**src/rtl/load_buffer.sv**
```systemverilog
// load_buffer: in-order load queue sitting between the address unit and the
// memory controller. Loads are issued one at a time, their returned data is
// sign- or zero-extended, and the result is broadcast on the load lane of the
// common data bus for the reservation stations and the ROB to snoop.
// Optional feature: define LBUFFER_IO_ORDER_EN to hold loads that target the
// memory-mapped I/O region (address >= 0x30000) until they reach the ROB head.
// Opcode encodings match the shared constant table used by the rest of the core.

module load_buffer #(
    parameter int DEPTH      = 4,
    parameter int ID_WIDTH   = 32,
    parameter int ROB_WIDTH  = 4,
    parameter int ADDR_WIDTH = 32,
    parameter int OP_WIDTH   = 6
) (
    input  logic                  clk_in,
    input  logic                  rst_in,
    input  logic                  rdy_in,

    input  logic                  addrunit_lbuffer_en_in,
    input  logic [ADDR_WIDTH-1:0] addrunit_lbuffer_addr_in,
    input  logic [ROB_WIDTH-1:0]  addrunit_lbuffer_dest_in,
    input  logic [OP_WIDTH-1:0]   addrunit_lbuffer_opcode_in,

    output logic                  lbuffer_rs_rdy_out,

    output logic                  lbuffer_memctrl_en_out,
    output logic [ADDR_WIDTH-1:0] lbuffer_memctrl_addr_out,
    output logic [2:0]            lbuffer_memctrl_len_out,
    input  logic                  memctrl_lbuffer_rdy_in,
    input  logic [ID_WIDTH-1:0]   memctrl_lbuffer_data_in,

    input  logic                  rob_lbuffer_rst_in,
    input  logic [ROB_WIDTH-1:0]  rob_lbuffer_head_in,

    output logic [ROB_WIDTH-1:0]  cdb_lbuffer_b_out,
    output logic [ID_WIDTH-1:0]   cdb_lbuffer_result_out
);

    localparam int PW = $clog2(DEPTH);
    localparam int CW = PW + 1;

    localparam logic [OP_WIDTH-1:0] LB  = OP_WIDTH'(1);
    localparam logic [OP_WIDTH-1:0] LH  = OP_WIDTH'(2);
    localparam logic [OP_WIDTH-1:0] LW  = OP_WIDTH'(3);
    localparam logic [OP_WIDTH-1:0] LBU = OP_WIDTH'(4);
    localparam logic [OP_WIDTH-1:0] LHU = OP_WIDTH'(5);

    // Two free slots are needed because a load leaving RS lands here one cycle later.
    localparam logic [CW-1:0] RS_RDY_LIMIT = CW'(DEPTH - 2);

    typedef enum logic [1:0] {
        S_IDLE,
        S_WAIT,
        S_BCAST,
        S_DISCARD
    } state_t;

    state_t state;

    logic [ADDR_WIDTH-1:0] addr_mem [DEPTH];
    logic [ROB_WIDTH-1:0]  dest_mem [DEPTH];
    logic [OP_WIDTH-1:0]   op_mem   [DEPTH];

    logic [PW-1:0] head;
    logic [PW-1:0] tail;
    logic [CW-1:0] count;

    logic [ADDR_WIDTH-1:0] head_addr;
    logic [ROB_WIDTH-1:0]  head_dest;
    logic [OP_WIDTH-1:0]   head_op;
    logic                  issue_gate;
    logic                  enq;
    logic                  pop;

    // Byte count requested from the memory controller for a given load type.
    function automatic logic [2:0] len_of(input logic [OP_WIDTH-1:0] op);
        case (op)
            LB, LBU: len_of = 3'd1;
            LH, LHU: len_of = 3'd2;
            default: len_of = 3'd4;
        endcase
    endfunction

    // Widen the little-endian, zero-filled memory data to a register value.
    function automatic logic [ID_WIDTH-1:0] extend(input logic [OP_WIDTH-1:0] op,
                                                   input logic [ID_WIDTH-1:0] data);
        case (op)
            LB:      extend = {{(ID_WIDTH-8){data[7]}}, data[7:0]};
            LH:      extend = {{(ID_WIDTH-16){data[15]}}, data[15:0]};
            LBU:     extend = {{(ID_WIDTH-8){1'b0}}, data[7:0]};
            LHU:     extend = {{(ID_WIDTH-16){1'b0}}, data[15:0]};
            LW:      extend = data;
            default: extend = data;
        endcase
    endfunction

    assign head_addr = addr_mem[head];
    assign head_dest = dest_mem[head];
    assign head_op   = op_mem[head];

    // A flush wins over a same-cycle enqueue: the new load belongs to the squashed path.
    assign enq = addrunit_lbuffer_en_in && !rob_lbuffer_rst_in;
    assign pop = (state == S_BCAST) && !rob_lbuffer_rst_in;

    assign lbuffer_rs_rdy_out = (count <= RS_RDY_LIMIT);

`ifdef LBUFFER_IO_ORDER_EN
    localparam logic [ADDR_WIDTH-1:0] IO_BASE = ADDR_WIDTH'(32'h30000);

    // I/O loads have side effects, so they wait until they are the oldest instruction.
    assign issue_gate = (head_addr < IO_BASE) || (rob_lbuffer_head_in == head_dest);
`else
    logic unused_rob_head;

    assign unused_rob_head = ^rob_lbuffer_head_in;
    assign issue_gate      = 1'b1;
`endif

    // Entry storage: written at the tail on every accepted enqueue, never reset.
    always_ff @(posedge clk_in) begin
        if (!rst_in && rdy_in && enq) begin
            addr_mem[tail] <= addrunit_lbuffer_addr_in;
            dest_mem[tail] <= addrunit_lbuffer_dest_in;
            op_mem[tail]   <= addrunit_lbuffer_opcode_in;
        end
    end

    // Queue pointers, occupancy and the issue/wait/broadcast sequencer with registered outputs.
    always_ff @(posedge clk_in) begin
        if (rst_in) begin
            state                    <= S_IDLE;
            head                     <= '0;
            tail                     <= '0;
            count                    <= '0;
            lbuffer_memctrl_en_out   <= 1'b0;
            lbuffer_memctrl_addr_out <= '0;
            lbuffer_memctrl_len_out  <= 3'd0;
            cdb_lbuffer_b_out        <= '0;
            cdb_lbuffer_result_out   <= '0;
        end else if (rdy_in) begin
            lbuffer_memctrl_en_out <= 1'b0;
            cdb_lbuffer_b_out      <= '0;

            if (rob_lbuffer_rst_in) begin
                head                   <= '0;
                tail                   <= '0;
                count                  <= '0;
                cdb_lbuffer_result_out <= '0;
                case (state)
                    S_WAIT:    state <= memctrl_lbuffer_rdy_in ? S_IDLE : S_DISCARD;
                    S_DISCARD: state <= memctrl_lbuffer_rdy_in ? S_IDLE : S_DISCARD;
                    default:   state <= S_IDLE;
                endcase
            end else begin
                if (enq) begin
                    tail <= tail + PW'(1);
                end

                case ({enq, pop})
                    2'b10:   count <= count + CW'(1);
                    2'b01:   count <= count - CW'(1);
                    default: ;
                endcase

                case (state)
                    S_IDLE: begin
                        if (count != '0 && issue_gate) begin
                            lbuffer_memctrl_en_out   <= 1'b1;
                            lbuffer_memctrl_addr_out <= head_addr;
                            lbuffer_memctrl_len_out  <= len_of(head_op);
                            state                    <= S_WAIT;
                        end
                    end
                    S_WAIT: begin
                        if (memctrl_lbuffer_rdy_in) begin
                            cdb_lbuffer_b_out      <= head_dest;
                            cdb_lbuffer_result_out <= extend(head_op, memctrl_lbuffer_data_in);
                            state                  <= S_BCAST;
                        end
                    end
                    S_BCAST: begin
                        head  <= head + PW'(1);
                        state <= S_IDLE;
                    end
                    S_DISCARD: begin
                        if (memctrl_lbuffer_rdy_in) begin
                            state <= S_IDLE;
                        end
                    end
                    default: state <= S_IDLE;
                endcase
            end
        end
    end

endmodule

```
**config.mk**
```make
export PLATFORM = sky130hd
export DESIGN_NAME = load_buffer
export DESIGN_NICKNAME = d
export VERILOG_FILES = /design/src/rtl/load_buffer.sv
export SDC_FILE = /design/constraint.sdc
export NUM_CORES = 1
export LEC_CHECK = 0
export ABC_AREA = 1
export BUFFER_PORTS_ARGS = -buffer_cell sky130_fd_sc_hd__buf_2
export CAP_MARGIN = 0
export CORE_MARGIN = 10
export CORE_UTILIZATION = 63
export CTS_BUF_LIST = sky130_fd_sc_hd__clkbuf_4
export DETAILED_ROUTE_END_ITERATION = 7
export PLACE_DENSITY_LB_ADDON = 0.08
export SYNTH_ARGS = -nofsm -noshare
export SYNTH_HDL_FRONTEND = slang
export SYNTH_SLANG_ARGS = --single-unit
```
**constraint.sdc**
```tcl
create_clock -name clk_in -period 6.3 [get_ports clk_in]
set_input_delay 1.26 -clock clk_in [delete_from_list [all_inputs] [get_ports clk_in]]
set_output_delay 1.26 -clock clk_in [all_outputs]
set_load 0.1 [all_outputs]
```
* After elaboration in Yosys (flattened, before gate mapping) *
Memories as Yosys holds them, arrays and structs flattened. A register that Yosys moved wholly into a read port is not among the register bits.
Index checks and enable logic that the tools add are counted.

cells by class
  $add $sub $neg = 4
  bitwise operators = 1
  divide/modulo/power cells = 0
  mux-type cells = 30
  multipliers = 0
  order comparisons = 1
  equality and inequality tests = 12
  reduce and logical (&&, ||, !) cells = 22
  shifts and indexed selects = 0

operators by type and width
  cell                 count
  $pmux 32 s4          1
  $mux 32              3
  $mux 2               14
  $eq 6x3->1 const B   2
  $mux 4               3
  $pmux 3 s2           2
  $ne 3x3->1 const B   3
  $pmux 2 s4           1
  $reduce_and 4->1     2
  $reduce_bool 2->1    4
  $eq 2x2->1 const B   3
  $eq 6x1->1 const B   1
  $eq 6x2->1 const B   1
  $reduce_and 2->1     3
  $reduce_bool 3->1    2
  $reduce_or 2->1      3
  $mux 1               5
  $add 2x1->2 const B  2
  $eq 2x1->1 const B   2
  $logic_and 1x1->1    4
  $add 3x1->3 const B  1
  $le 3x2->1 const B   1
  $mux 3               1
  $reduce_and 3->1     1
  other kinds (4)      5

storage, ports and cells
  input bits = 84
  flip-flop bits (word level) = 49
  bits in writable memories = 168
  latch bits = 0
  memory bits (read-only) = 0
  memories = 3

memories
  name      depth  bits a word  rd ports  clocked after Yosys merged registers in  write ports  line  RTL
  addr_mem  4      32           1         1                                        1            61    logic [ADDR_WIDTH-1:0] addr_mem [DEPTH];
  op_mem    4      6            1         1                                        1            63    logic [OP_WIDTH-1:0] op_mem [DEPTH];
  dest_mem  4      4            1         1                                        1            62    logic [ROB_WIDTH-1:0] dest_mem [DEPTH];

* Logic depth before layout (Yosys ltp) *
  depth in word-level cells = 5
  depth in mapped cells = 17

* Worst setup path after synthesis *
No wires, ideal clock.

  path kind = in2reg
  start = input port rst_in
  end = memory addr_mem[0][0], enable pin
  setup time = 0.442 ns
  setup slack = 2.163 ns
  buffers on the path = 2
  data required time = 5.858 ns
  arrival time = 3.695 ns
  stages on the path = 5
  cell sequence = clkbuf_1 -> inv_1 -> clkbuf_1 -> nand3_1 -> nor2_1

on the way
  cells in the longest elaborated chain, start to end = 5

RTL lines
  item                            line  RTL
  from (decl)                     17    input logic rst_in,
  $logic_not 1->1                 122   if (!rst_in && rdy_in && enq) begin
  $logic_and 1x1->1 (2 in a row)  122
  $mux 1                          122
  $mux 1 (implied by the code)    123   addr_mem[tail] <= addrunit_lbuffer_addr_in;
  to (decl)                       61

No other way between the ends.

* Final worst setup path *
  start = input port rst_in
  end = memory addr_mem[3][1], enable pin

Same word-level chain as after synthesis.

==> results.toml <==
[logic_synthesis]
synth-simple-area-share = 0.1571
ys_seq_area_frac = 0.6823
synthCells = 907
synthArstFlopShare = 0
yosys.area_share.xor_xnor = 0.001782
synth_fa_ha_area_frac = 0.007128
syn_area_per_cell_um2 = 10.84
synth_ff_type = "edfxtp_1"
ys_warn_count = 0
ys_ff_latch = 251
synth.distinct_cells = 34
synth_compound_area_frac = 0.1090
postSynthNetCount = 996
synthMuxAreaShare = 0
synth_edf_count = 168
synth_top_family_by_area = "simple AND/OR/NAND/NOR gates"
syn_area_mm2 = 0.009829

[placed_design]
dpl-instance-area_mm2 = 0.01076
portBuffers = 152
hpwlAfterDp_um = 13750
gp_congestion = 0.7869
placedCellCount = 1232

[setup_path]
cp-start-kind = "input pin"
ff2ff_path_depth = 11
cp_num_cells = 5
cp_cell_sequence = "buf_2 -> inv_1 -> nand3_1 -> nor2_4 -> buf_4"
timing.rr.end = "cdb_lbuffer_result_out[17]"
cpMaxStageDelayCell = "nor2_4"
arrival_ns = 3.32
path_class = "input pin to flip-flop"
crit_path_start = "rst_in"
crit_buf_inv = 3
cp_top_family = "simple AND/OR/NAND/NOR gates"
crit_end = "addr_mem[3][1]"
worstPathRequired_ns = 6.64
crit_fanout = 35
end_kind = "flip-flop"
reg2reg_slack_ns = 3.74
max_stage_delay_ns = 0.74

[die]
core_mm2 = 0.01526
die_h_um = 144.9
dieArea_mm2 = 0.02100
rows = 45
fp.dieW_um = 144.9
start_util = 0.6442
io_pins = 157

[global_routing]
grt_antenna_before_repair = 1
grt_start_max_net_pins = 68
use_met2 = 0.3229
gr-usage-all-layers = 0.2024
grt-busiest-layer = "met2"
gr-usage-met3 = 0.05154
grt_pass1_wl_um = 35130
met1_usage = 0.2601
grt_pass1_vias = 6885
grt-ovfl-total = 0

[route]
num_vias = 7194
drt_pass1_iterations = 5
route.detailed.drc = 0
drt_iter0_drc = 531
ant_nets = 0
wl_per_cell_um = 16.79
wirelength_um = 22530
viasPerCell = 5.361

[cells_and_area]
drive_above_1_share = 0.2713
layout_common_cells = "edfxtp_1, nor2_1, buf_2"
fillers = 1072
layout_commonest_cell = "edfxtp_1"
final_cell_area_mm2 = 0.01155
syn2layout_area_growth_pct = 17.54
layout.nets = 1171
layoutNonFillerInstCount = 1342

[sta]
rsz0062_at_grt = "no"
relSlewSlack = 0.2899
clock.fmax_mhz = 336.0
hold_viol_final = 0
setup_viol = 0
period_share = 0.4724
setup_tns_ns = 0
worst_slew_pin_slew_ns = 1.064
finClkSkew_ns = 0.02937
slew_viol_final = 0
layout_min_cycle_time_ns = 2.976

[pwr]
powerDensity_mw_per_mm2 = 295.3
p_leak_nw = 4.679
vdd_ir_drop_max_mv = 0.1878

[run_status]
outcome = "complete, no violations"

[cts]
cts_tree = "yes"
clockBufferDepth = 3
cts-hold-fix-buffers = 0
cts_resized = 0
numCtsBuffers = 59
cts.reportedPaths.clkPinSlew_ns = 0.06
cts_setup_buffers = 0
ctsHtreeMaxLevel = 2
clkSinkCount = 251
cts-root-buf = "clkbuf_4"
clk_latency_ns = 0.69

[hold_path]
hold_class = "flip-flop to flip-flop"

[job]
drv_cap = 0
metrics by stage:
step | utilization | worst slack (ns) | hold slack [ns] | power, W
floorplan | - | 2.163 | 0.4579 | 0.002029
global placement | 0.7050 | 2.666 | 0.4495 | 0.002104
detailed placement | 0.7050 | 2.649 | 0.4542 | 0.002110
CTS | 0.7567 | 3.345 | 0.4633 | 0.003432
global route | 0.7570 | 3.215 | 0.4784 | 0.003548
finish | 0.7572 | 3.324 | 0.4617 | 0.003412
area by class of cell:
type,instances,area (µm²),area share
diodes,3,7.507,0.0006498
clock buffers,89,668.1,0.05783
clock inverters,18,120.1,0.01040
inverters,51,193.9,0.01679
multi-input cells,555,2741,0.2373
flip-flops and latches,251,6708,0.5806
well taps,211,264.0,0.02285
repair buffers,164,850.8,0.07364
report_power, final:
part           internal [W]  switching (W)  total, W
sequential          0.00178      0.0000126   0.00179
combinational     0.0000662       0.000219  0.000285
clock              0.000724       0.000614   0.00134
total               0.00257       0.000846   0.00341
routing by layer:
metal | part of all wire | vias to the layer above
li1 | - | 3524
met1 | 0.42 | 3337
met2 | 0.48 | 299
met3 | 0.083 | 34
met4 | 0.017 | 0
met5 | 0 | -
synth_stat cells, types with 2 or more instances:
| cell type | count | area [µm²] |
|---|---|---|
| inv_1 | 45 | 168.9 |
| a21oi_1 | 30 | 150.1 |
| o21ai_0 | 113 | 565.5 |
| edfxtp_1 | 168 | 5045 |
| buf_2 | 6 | 30.03 |
| nand3_1 | 38 | 190.2 |
| buf_6 | 2 | 22.52 |
| nor2_1 | 157 | 589.3 |
| nand3b_1 | 3 | 22.52 |
| a21oi_2 | 10 | 87.58 |
| nand2_1 | 127 | 476.7 |
| clkbuf_1 | 40 | 150.1 |
| o211ai_1 | 2 | 15.01 |
| inv_2 | 5 | 18.77 |
| nand2_4 | 2 | 22.52 |
| ha_1 | 4 | 50.05 |
| nand2_2 | 9 | 56.30 |
| o22ai_1 | 37 | 231.5 |
| dfxtp_1 | 83 | 1662 |
| nand3_2 | 11 | 110.1 |
| nor2_4 | 2 | 22.52 |
worst min path at each step:
stage,from,endpoint,slack (ns),depth (start not counted)
global placement,cdb_lbuffer_result_out[3],cdb_lbuffer_result_out[3],0.45,2
floorplan,state[1],state[1],0.46,2
CTS,cdb_lbuffer_result_out[14],cdb_lbuffer_result_out[14],0.46,2
finish,cdb_lbuffer_result_out[3],cdb_lbuffer_result_out[3],0.46,2
detailed placement,cdb_lbuffer_result_out[14],cdb_lbuffer_result_out[14],0.45,2
global route,cdb_lbuffer_result_out[3],cdb_lbuffer_result_out[3],0.48,2
tightest hold or removal path: cells and delay by family, from the launching register on:
kind          cells  cell delay [ns]
flops             1             0.31
simple gates      2             0.11
registers in the layout, summed over array words and instances, names as in the netlist, named ones only:
signal / cells
addr_mem: 128
cdb_lbuffer_result_out: 32
lbuffer_memctrl_addr_out: 32
op_mem: 24
dest_mem: 16
cdb_lbuffer_b_out: 4
count: 3
lbuffer_memctrl_len_out: 3
head: 2
state: 2
tail: 2
lbuffer_memctrl_en_out: 1
logic make-up after synthesis:
kind of cell | after synthesis
compound gates | 195
flops | 251
buf+inv | 101
simple gates | 353
fa+ha+maj | 5
xor+xnor | 2
Note: power is estimated with default switching activity, not from simulation.
